[config.mk]
export PLATFORM = sky130hd
export DESIGN_NAME = mem_port_arbiter
export DESIGN_NICKNAME = d
export VERILOG_FILES = /design/src/rtl/mem_port_arbiter.sv
export SDC_FILE = /design/constraint.sdc
export NUM_CORES = 1
export LEC_CHECK = 0
export CORE_MARGIN = 2
export CORE_UTILIZATION = 40
export CTS_CLUSTER_SIZE = 10
export DETAILED_ROUTE_END_ITERATION = 7
export GPL_TIMING_DRIVEN = 0
export MAX_ROUTING_LAYER = met4
export PLACE_DENSITY_LB_ADDON = 0.08
export SYNTH_ARGS = -nofsm -noshare
export SYNTH_HDL_FRONTEND = slang
export SYNTH_SLANG_ARGS = --single-unit
export TNS_END_PERCENT = 50
[constraint.sdc]
create_clock -name clk -period 1.9 [get_ports clk]
set_input_delay 0.19 -clock clk [delete_from_list [all_inputs] [get_ports clk]]
set_output_delay 0.19 -clock clk [all_outputs]
set_load 0.02 [all_outputs]
[src/rtl/mem_port_arbiter.sv]
// Shares one fixed-latency synchronous memory port between the CPU and the loader/debug port.
// One access is in flight at a time; completion is a one-cycle ready pulse to the owner.
module mem_port_arbiter #(
    parameter int unsigned ADDR_W        = 32,
    parameter int unsigned DATA_W        = 32,
    parameter int unsigned MEM_LATENCY   = 1,
    parameter int unsigned MAX_CPU_BURST = 4
) (
    input  logic              clk,
    input  logic              reset,

    input  logic              cpu_req,
    input  logic              cpu_we,
    input  logic [ADDR_W-1:0] cpu_addr,
    input  logic [DATA_W-1:0] cpu_wdata,
    output logic              cpu_ready,
    output logic [DATA_W-1:0] cpu_rdata,

    input  logic              ldr_req,
    input  logic              ldr_we,
    input  logic [ADDR_W-1:0] ldr_addr,
    input  logic [DATA_W-1:0] ldr_wdata,
    output logic              ldr_ready,
    output logic [DATA_W-1:0] ldr_rdata,

    output logic              mem_en,
    output logic              mem_we,
    output logic [ADDR_W-1:0] mem_addr,
    output logic [DATA_W-1:0] mem_wdata,
    input  logic [DATA_W-1:0] mem_rdata,

    output logic              owner
);

    localparam logic [1:0] S_IDLE   = 2'd0;
    localparam logic [1:0] S_ACCESS = 2'd1;
    localparam logic [1:0] S_WAIT   = 2'd2;
    localparam logic [1:0] S_DONE   = 2'd3;

    logic [1:0]        r_state;
    logic              r_we;
    logic              r_owner;
    logic [ADDR_W-1:0] r_addr;
    logic [DATA_W-1:0] r_wdata;
    logic [DATA_W-1:0] r_cpu_rdata;
    logic [DATA_W-1:0] r_ldr_rdata;
    logic [3:0]        r_streak;
    logic [2:0]        r_cnt;

    logic              w_any_req;
    logic              w_streak_full;
    logic              w_ldr_win;

    // The loader only overrides a requesting CPU once the CPU has used up its burst allowance.
    always_comb begin
        w_any_req     = cpu_req | ldr_req;
        w_streak_full = (r_streak == 4'(MAX_CPU_BURST));
        w_ldr_win     = ldr_req & (~cpu_req | w_streak_full);
    end

    always_ff @(posedge clk or negedge reset) begin
        if (!reset) begin
            r_state     <= S_IDLE;
            r_we        <= 1'b0;
            r_owner     <= 1'b0;
            r_addr      <= '0;
            r_wdata     <= '0;
            r_cpu_rdata <= '0;
            r_ldr_rdata <= '0;
            r_streak    <= '0;
            r_cnt       <= '0;
        end else begin
            case (r_state)
                S_IDLE: begin
                    if (w_any_req) begin
                        r_owner <= w_ldr_win;
                        r_we    <= w_ldr_win ? ldr_we    : cpu_we;
                        r_addr  <= w_ldr_win ? ldr_addr  : cpu_addr;
                        r_wdata <= w_ldr_win ? ldr_wdata : cpu_wdata;
                        r_state <= S_ACCESS;
                        if (w_ldr_win || !ldr_req) begin
                            r_streak <= '0;
                        end else if (!w_streak_full) begin
                            r_streak <= r_streak + 4'd1;
                        end
                    end
                end
                S_ACCESS: begin
                    if (r_we) begin
                        r_state <= S_DONE;
                    end else begin
                        r_state <= S_WAIT;
                        r_cnt   <= 3'(MEM_LATENCY);
                    end
                end
                S_WAIT: begin
                    if (r_cnt == '0) begin
                        if (r_owner) begin
                            r_ldr_rdata <= mem_rdata;
                        end else begin
                            r_cpu_rdata <= mem_rdata;
                        end
                        r_state <= S_DONE;
                    end else begin
                        r_cnt <= r_cnt - 3'd1;
                    end
                end
                default: begin
                    r_state <= S_IDLE;
                end
            endcase
        end
    end

    assign mem_en    = (r_state == S_ACCESS);
    assign mem_we    = mem_en & r_we;
    assign mem_addr  = r_addr;
    assign mem_wdata = r_wdata;
    assign cpu_ready = (r_state == S_DONE) & ~r_owner;
    assign ldr_ready = (r_state == S_DONE) & r_owner;
    assign cpu_rdata = r_cpu_rdata;
    assign ldr_rdata = r_ldr_rdata;
    assign owner     = r_owner;

endmodule

==> metrics, run 1 <==
nets=between 1000 and 1500; slowest stage cell on the critical path=sky130_fd_sc_hd__dfrtp_1; CP Max Fanout=5; number of placed I/O pins=299; Setup WS pre-CTS=-0.155 ns; remaining antenna violation count after routing=0; data arrival time of the critical path=1.61 ns; number of max-slew violations in the final report=0; area occupied by multi-input gates=0.00247 mm^2; combined area of all synthesized cells=0.00620 mm^2; category of the worst setup path launch point=flop; syn_area_per_cell=10.8 um^2; top cells by area, synth=sky130_fd_sc_hd__dfrtp_1 (56%), sky130_fd_sc_hd__mux2_2 (12%), sky130_fd_sc_hd__nand2_1 (8.2%); share of Yosys cell area claimed by the top area cell type=0.561; total power=17.2 mW; deepest level of the CTS H-tree=4; Data required, critical path=approximately 1.7 ns; maximum clock frequency=between 0.5 and 0.6 GHz; cell type contributing the most total cell area after synthesis=sky130_fd_sc_hd__dfrtp_1; Hold Crit Class=in2reg; cell area reported after detailed placement=around 0.0094 mm^2; clk root buf=sky130_fd_sc_hd__clkbuf_16; maxcap violations=0; number of fill cells=between 1000 and 1500; number of remaining DRC errors=0; transition at the pin with the smallest max-transition slack=0.551 ns; count of final hold-check violations=0; Netlist cell types=31; number of flip-flops and latches in the synthesized netlist=between 100 and 150; antenna violations before repair=1; post-route cell area=~0.01 mm^2; Layout Skew=0.00882 ns; via density per instance=5.36; post-layout min period=1.80 ns; total clock buffers created by CTS=17; prevailing post-synth register cell=sky130_fd_sc_hd__dfrtp_1; number of rows created at floorplan=45; TNS Setup=0 ns; area of the core region=0.0151 mm^2; setup repair after global routing missed its margin=true; most used cells in the layout excluding fill and tap cells=sky130_fd_sc_hd__clkdlybuf4s50_1 (291), sky130_fd_sc_hd__dfrtp_1 (139), sky130_fd_sc_hd__nand2_1 (135); first-pass detailed-route iteration total=4; total die area=0.0165 mm^2; clock tree from TritonCTS=yes; kind of critical path=reg2out; Async S/R FF share, synth=1.00; Synth-to-Final Area Change=63.3%; wire length after detailed routing=20.2 mm; maximum single-stage delay on the critical path=0.41 ns; average wire per cell in the routed design=18.5 um; Port Buffer Count=296; number of warnings issued by yosys=0; sequential-to-total area share from yosys stat=0.561; insertion delay to the later sink of the worst-skew pair=about 0.42 ns; chip height=128 um; Storage cell area=0.00348 mm^2; effective utilization at floorplan=0.409; cell-by-cell trace of the critical path=inv_1, ha_1, nand2_1, inv_1, clkdlybuf4s15_1; ratio of total power to cell area=1700 mW/mm^2; most used cell, CP=sky130_fd_sc_hd__inv_1; outcome=finished clean; maximum number of pins on one net before global-route repair=86; maximum buffer depth of the clock tree=2; setup ws final=~0.095 ns; element type at the critical path end=primary output; Lkg Pwr=4.15 nW; gate count of the mapped netlist=572; All-Layer GR Usage=0.255; x dimension of the die=128 um; Post-synth EDFFs=0; CP delay by family, top=buffers and inverters; worst slew slack as a fraction of its limit=0.633; Clk pin slew, worst setup/hold paths=0.06 ns; HPWL after DPL=~15 mm; via count of the first global-routing pass=around 6100; number of placed cells counting well taps=between 1000 and 1500; CP bufs+invs=3; most common cell after layout, fill and taps aside=sky130_fd_sc_hd__clkdlybuf4s50_1; ratio of cells with drive above 1 in the final layout=0.158; final design utilization=0.668; Final setup viols=0; routability congestion estimate from global placement=slightly below 0.9; final clock period utilization by the worst path=0.950; routed vias=5839; TritonCTS sink count=139; wire length of the first global-routing pass=31.6 mm; remaining global-route overflow=0; number of nets produced by synthesis=746; worst hold slack across all endpoints=between 0.2 and 0.25 ns; fin cells=1090; drt first-iter violations=252; highest ir drop seen on vdd=0.725 mV
-- registers in the layout, indices dropped and copies added, names as in the netlist --
signal,flops
r_state,2
cpu_rdata,32
owner,1
r_cnt,3
mem_addr,32
r_streak,4
r_we,1
mem_wdata,32
ldr_rdata,32
-- worst reg2reg max path: stages (launching register included) --
cell	delay (ns)
sky130_fd_sc_hd__dfrtp_1	0.42
sky130_fd_sc_hd__inv_1	0.11
sky130_fd_sc_hd__ha_1	0.16
sky130_fd_sc_hd__buf_4	0.20
sky130_fd_sc_hd__o21ai_4	0.12
sky130_fd_sc_hd__or4_1	0.51
sky130_fd_sc_hd__o211ai_1	0.20
-- path summary, 6_finish.rpt --
| path | start | endpoint | slack, ns | depth (start not counted) |
|---|---|---|---|---|
| setup / recovery | r_state[1] | mem_we | 0.1 | 5 |
| hold / removal | ldr_req | r_streak[3] | 0.20 | 3 |
| setup reg to reg | r_state[0] | r_streak[3] | 0.1 | 6 |
| hold reg to reg | r_cnt[0] | r_cnt[0] | 0.47 | 1 |
| max in group asynchronous | reset | r_state[0] | 0.81 | 3 |
| min in group asynchronous | reset | ldr_rdata[29] | 0.30 | 2 |
-- Yosys cell counts (4+ instances only) --
cell / instances
sky130_fd_sc_hd__nand3_1: 4
sky130_fd_sc_hd__clkbuf_1: 23
sky130_fd_sc_hd__nand4_1: 66
sky130_fd_sc_hd__buf_2: 26
sky130_fd_sc_hd__dfrtp_1: 139
sky130_fd_sc_hd__ha_1: 8
sky130_fd_sc_hd__nor2_1: 4
sky130_fd_sc_hd__mux2_2: 64
sky130_fd_sc_hd__inv_1: 10
sky130_fd_sc_hd__nand2_1: 135
sky130_fd_sc_hd__o211ai_1: 66
-- power by group --
group / internal (mW) / total, mW / switching (mW)
registers: 4.41 / 5.21 / 0.804
clock network: 2.10 / 3.35 / 1.25
logic: 4.20 / 8.62 / 4.42
total: 10.7 / 17.2 / 6.47
-- timing repair --
action / CTS / global route
pin swaps: 0 / 0
setup buffers: 0 / 0
hold buffers: 1 / 0
hold endpoints to repair: 54 / 0
gates resized for setup: 13 / 42
endpoints found under the setup margin: 81 / 123
-- logic make-up (layout without fill, tap and decap cells) --
group / after synthesis / in the layout / share of synthesized area
compound gates: 80 / 80 / 0.0963
fa+ha+maj: 8 / 8 / 0.0161
buf+inv: 62 / 390 / 0.0430
flops: 139 / 139 / 0.561
mux: 66 / 66 / 0.120
other cells: 0 / 2 / 0
simple gates: 217 / 217 / 0.164
-- layout make-up --
| type | count | share of cell area |
|---|---|---|
| multi-input combinational | 371 | 0.245 |
| antenna | 2 | 0.000495 |
| buffer | 51 | 0.0283 |
| tap | 188 | 0.0232 |
| sequential | 139 | 0.344 |
| clock inverter | 9 | 0.0109 |
| inverter | 10 | 0.00371 |
| timing repair buffer | 298 | 0.296 |
| clock buffer | 22 | 0.0488 |
-- metal layers --
metal / wire, um / vias up / GRT usage
li1: - / 2695 / -
met1: 8100 / 2835 / 0.303
met2: 9980 / 268 / 0.421
met3: 1480 / 41 / 0.0553
met4: 640 / 0 / 0.103
met5: 0 / - / -
Power figures use the tool's default switching activity.
==> run 2, diff against run 1 <==
Settings changed: CTS_BUF_LIST set to sky130_fd_sc_hd__clkbuf_16.
==> run 2 against run 1 <==
Effect of this change:
- non-clock buffer count unchanged
- routed wire length up 0.10%
- utilization down 0.34 points
- combinational power about the same
- critical path depth up 1
- clock skew down 0.0011 ns
- register-to-register slack about the same
- via count down 0.15%
- global-route usage about the same
- first-iteration DRC count down 2.8%
- worst hold slack better by 0.0042 ns
- sequential power about the same
- critical endpoint is now r_streak[3]
==> metrics, run 2 (synthesis results as in run 1) <==
outcome=finished clean (unchanged); Port Buffer Count=296 (unchanged); number of placed I/O pins=299 (unchanged); remaining global-route overflow=0 (unchanged); routability congestion estimate from global placement=0.873 (unchanged); clock tree from TritonCTS=yes (unchanged); transition at the pin with the smallest max-transition slack=0.561 ns (was 0.551 ns); number of max-slew violations in the final report=0 (unchanged); Lkg Pwr=4.12 nW (was 4.15 nW); Clk pin slew, worst setup/hold paths=0.06 ns (about the same); wire length after detailed routing=20.2 mm (about the same); routed vias=5830 (was 5839); Setup Fix Bufs, Post-CTS=0 (unchanged); element type at the critical path end=flop (was primary output); total power=17.0 mW (was 17.2 mW); final clock period utilization by the worst path=0.954 (was 0.950); Synth-to-Final Area Change=62.4% (was 63.3%); number of rows created at floorplan=45 (unchanged); maximum clock frequency=0.552 GHz (was 0.554 GHz); total die area=0.0165 mm^2 (unchanged); All-Layer GR Usage=0.254 (was 0.255); ratio of total power to cell area=1680 mW/mm^2 (was 1700 mW/mm^2); remaining antenna violation count after routing=0 (unchanged); deepest level of the CTS H-tree=4 (unchanged); Reg-to-Reg Start=r_state[0] (unchanged); via density per instance=5.35 (was 5.36); depth of the worst hold-timing path=3 (unchanged); CP Max Fanout=9 (was 5); insertion delay to the later sink of the worst-skew pair=0.42 ns (about the same); CP endpoint=r_streak[3] (was mem_we); setup ws final=0.0875 ns (was 0.0955 ns); kind of critical path=reg2reg (was reg2out); Data required, critical path=2.22 ns (was 1.71 ns); maximum number of pins on one net before global-route repair=86 (unchanged); ratio of cells with drive above 1 in the final layout=0.151 (was 0.158); x dimension of the die=128 um (unchanged); count of final hold-check violations=0 (unchanged); worst slew slack as a fraction of its limit=0.626 (was 0.633); HPWL after DPL=15.2 mm (unchanged); Layout Skew=0.00777 ns (was 0.00882 ns); length in cells of the worst reg-to-reg path=6 (unchanged); maxcap violations=0 (unchanged); post-layout min period=1.81 ns (was 1.80 ns); category of the worst setup path launch point=flop (unchanged); Hold Crit Class=in2reg (unchanged); average wire per cell in the routed design=18.5 um (about the same); area of the core region=0.0151 mm^2 (unchanged); first-pass detailed-route iteration total=5 (was 4); total clock buffers created by CTS=17 (unchanged); beginning of the critical path=r_state[0] (was r_state[1]); hold path startpoint=ldr_req (unchanged); antenna violations before repair=1 (unchanged); flop-to-flop setup slack=0.09 ns (was 0.1 ns); final design utilization=0.665 (was 0.668); most common cell after layout, fill and taps aside=sky130_fd_sc_hd__clkdlybuf4s50_1 (unchanged); Setup WS pre-CTS=-0.155 ns (unchanged); number of remaining DRC errors=0 (unchanged); TNS Setup=0 ns (unchanged); Final setup viols=0 (unchanged); drt first-iter violations=245 (was 252); wire length of the first global-routing pass=31.5 mm (was 31.6 mm); setup repair after global routing missed its margin=true (unchanged); TritonCTS sink count=139 (unchanged); maximum buffer depth of the clock tree=2 (unchanged); effective utilization at floorplan=0.409 (unchanged); clk root buf=sky130_fd_sc_hd__clkbuf_16 (unchanged); highest ir drop seen on vdd=0.718 mV (was 0.725 mV); nets=1062 (unchanged); chip height=128 um (unchanged); data arrival time of the critical path=2.14 ns (was 1.61 ns); endpoint of the lowest-slack register-to-register path=r_streak[3] (unchanged); via count of the first global-routing pass=6101 (was 6095); most used cells in the layout excluding fill and tap cells=sky130_fd_sc_hd__clkdlybuf4s50_1 (291), sky130_fd_sc_hd__dfrtp_1 (139), sky130_fd_sc_hd__nand2_1 (135) (unchanged)
-- run 2: worst min path at each step --
stage / slack, ns / endpoint
floorplan: -0.11 / cpu_rdata[0]
global placement: 0.46 / r_cnt[0]
detailed placement: 0.19 / ldr_rdata[29]
CTS: 0.13 / r_streak[3]
global route: 0.21 / r_streak[3]
finish: 0.21 / r_streak[3]
-- run 2: critical path: stages (launching register included) --
cell and delay (ns):
sky130_fd_sc_hd__dfrtp_1 0.42, sky130_fd_sc_hd__inv_1 0.12, sky130_fd_sc_hd__ha_1 0.16, sky130_fd_sc_hd__buf_4 0.19, sky130_fd_sc_hd__o21ai_4 0.12, sky130_fd_sc_hd__or4_1 0.51, sky130_fd_sc_hd__o211ai_1 0.20
-- run 2: layout make-up --
cell class / instances / area [um^2]
repair buffers: 298 / 3000
fillers: 1187 / 5080
flip-flops and latches: 139 / 3480
plain buffers: 51 / 285
clock buffers: 17 / 425
inverters: 10 / 37.5
well taps: 188 / 235
clock inverters: 14 / 129
diodes: 2 / 5.00
multi-input cells: 371 / 2470
-- run 2: timing repair --
item,CTS,global route
hold buffers,1,0
gates cloned,0,0
endpoints found under the hold margin,54,0
gates resized for setup,13,38
endpoints found under the setup margin,81,123
-- run 2: report_power, final --
group,leakage [nW],switching (mW),internal [mW]
clock network,0.263,1.24,1.90
registers,1.69,0.804,4.41
logic,2.16,4.41,4.19
total,4.12,6.45,10.5
-- run 2: per-stage QoR --
| step | hold WS, ns | cells | instance area [um^2] |
|---|---|---|---|
| final | 0.207 | 1090 | 10100 |
| after global routing | 0.211 | 1090 | 10100 |
| after CTS | 0.126 | 1088 | 10000 |
| after detailed placement | 0.190 | 1057 | 9430 |
| after global placement | 0.458 | 1056 | 9400 |
| after floorplan | -0.106 | 572 | 6200 |
-- run 2: per-layer routing --
| layer | GRT usage | vias to the layer above | wire, um |
|---|---|---|---|
| li1 | - | 2696 | - |
| met1 | 0.303 | 2839 | 8170 |
| met2 | 0.421 | 257 | 10000 |
| met3 | 0.0545 | 38 | 1410 |
| met4 | 0.101 | 0 | 620 |
| met5 | - | - | 0 |
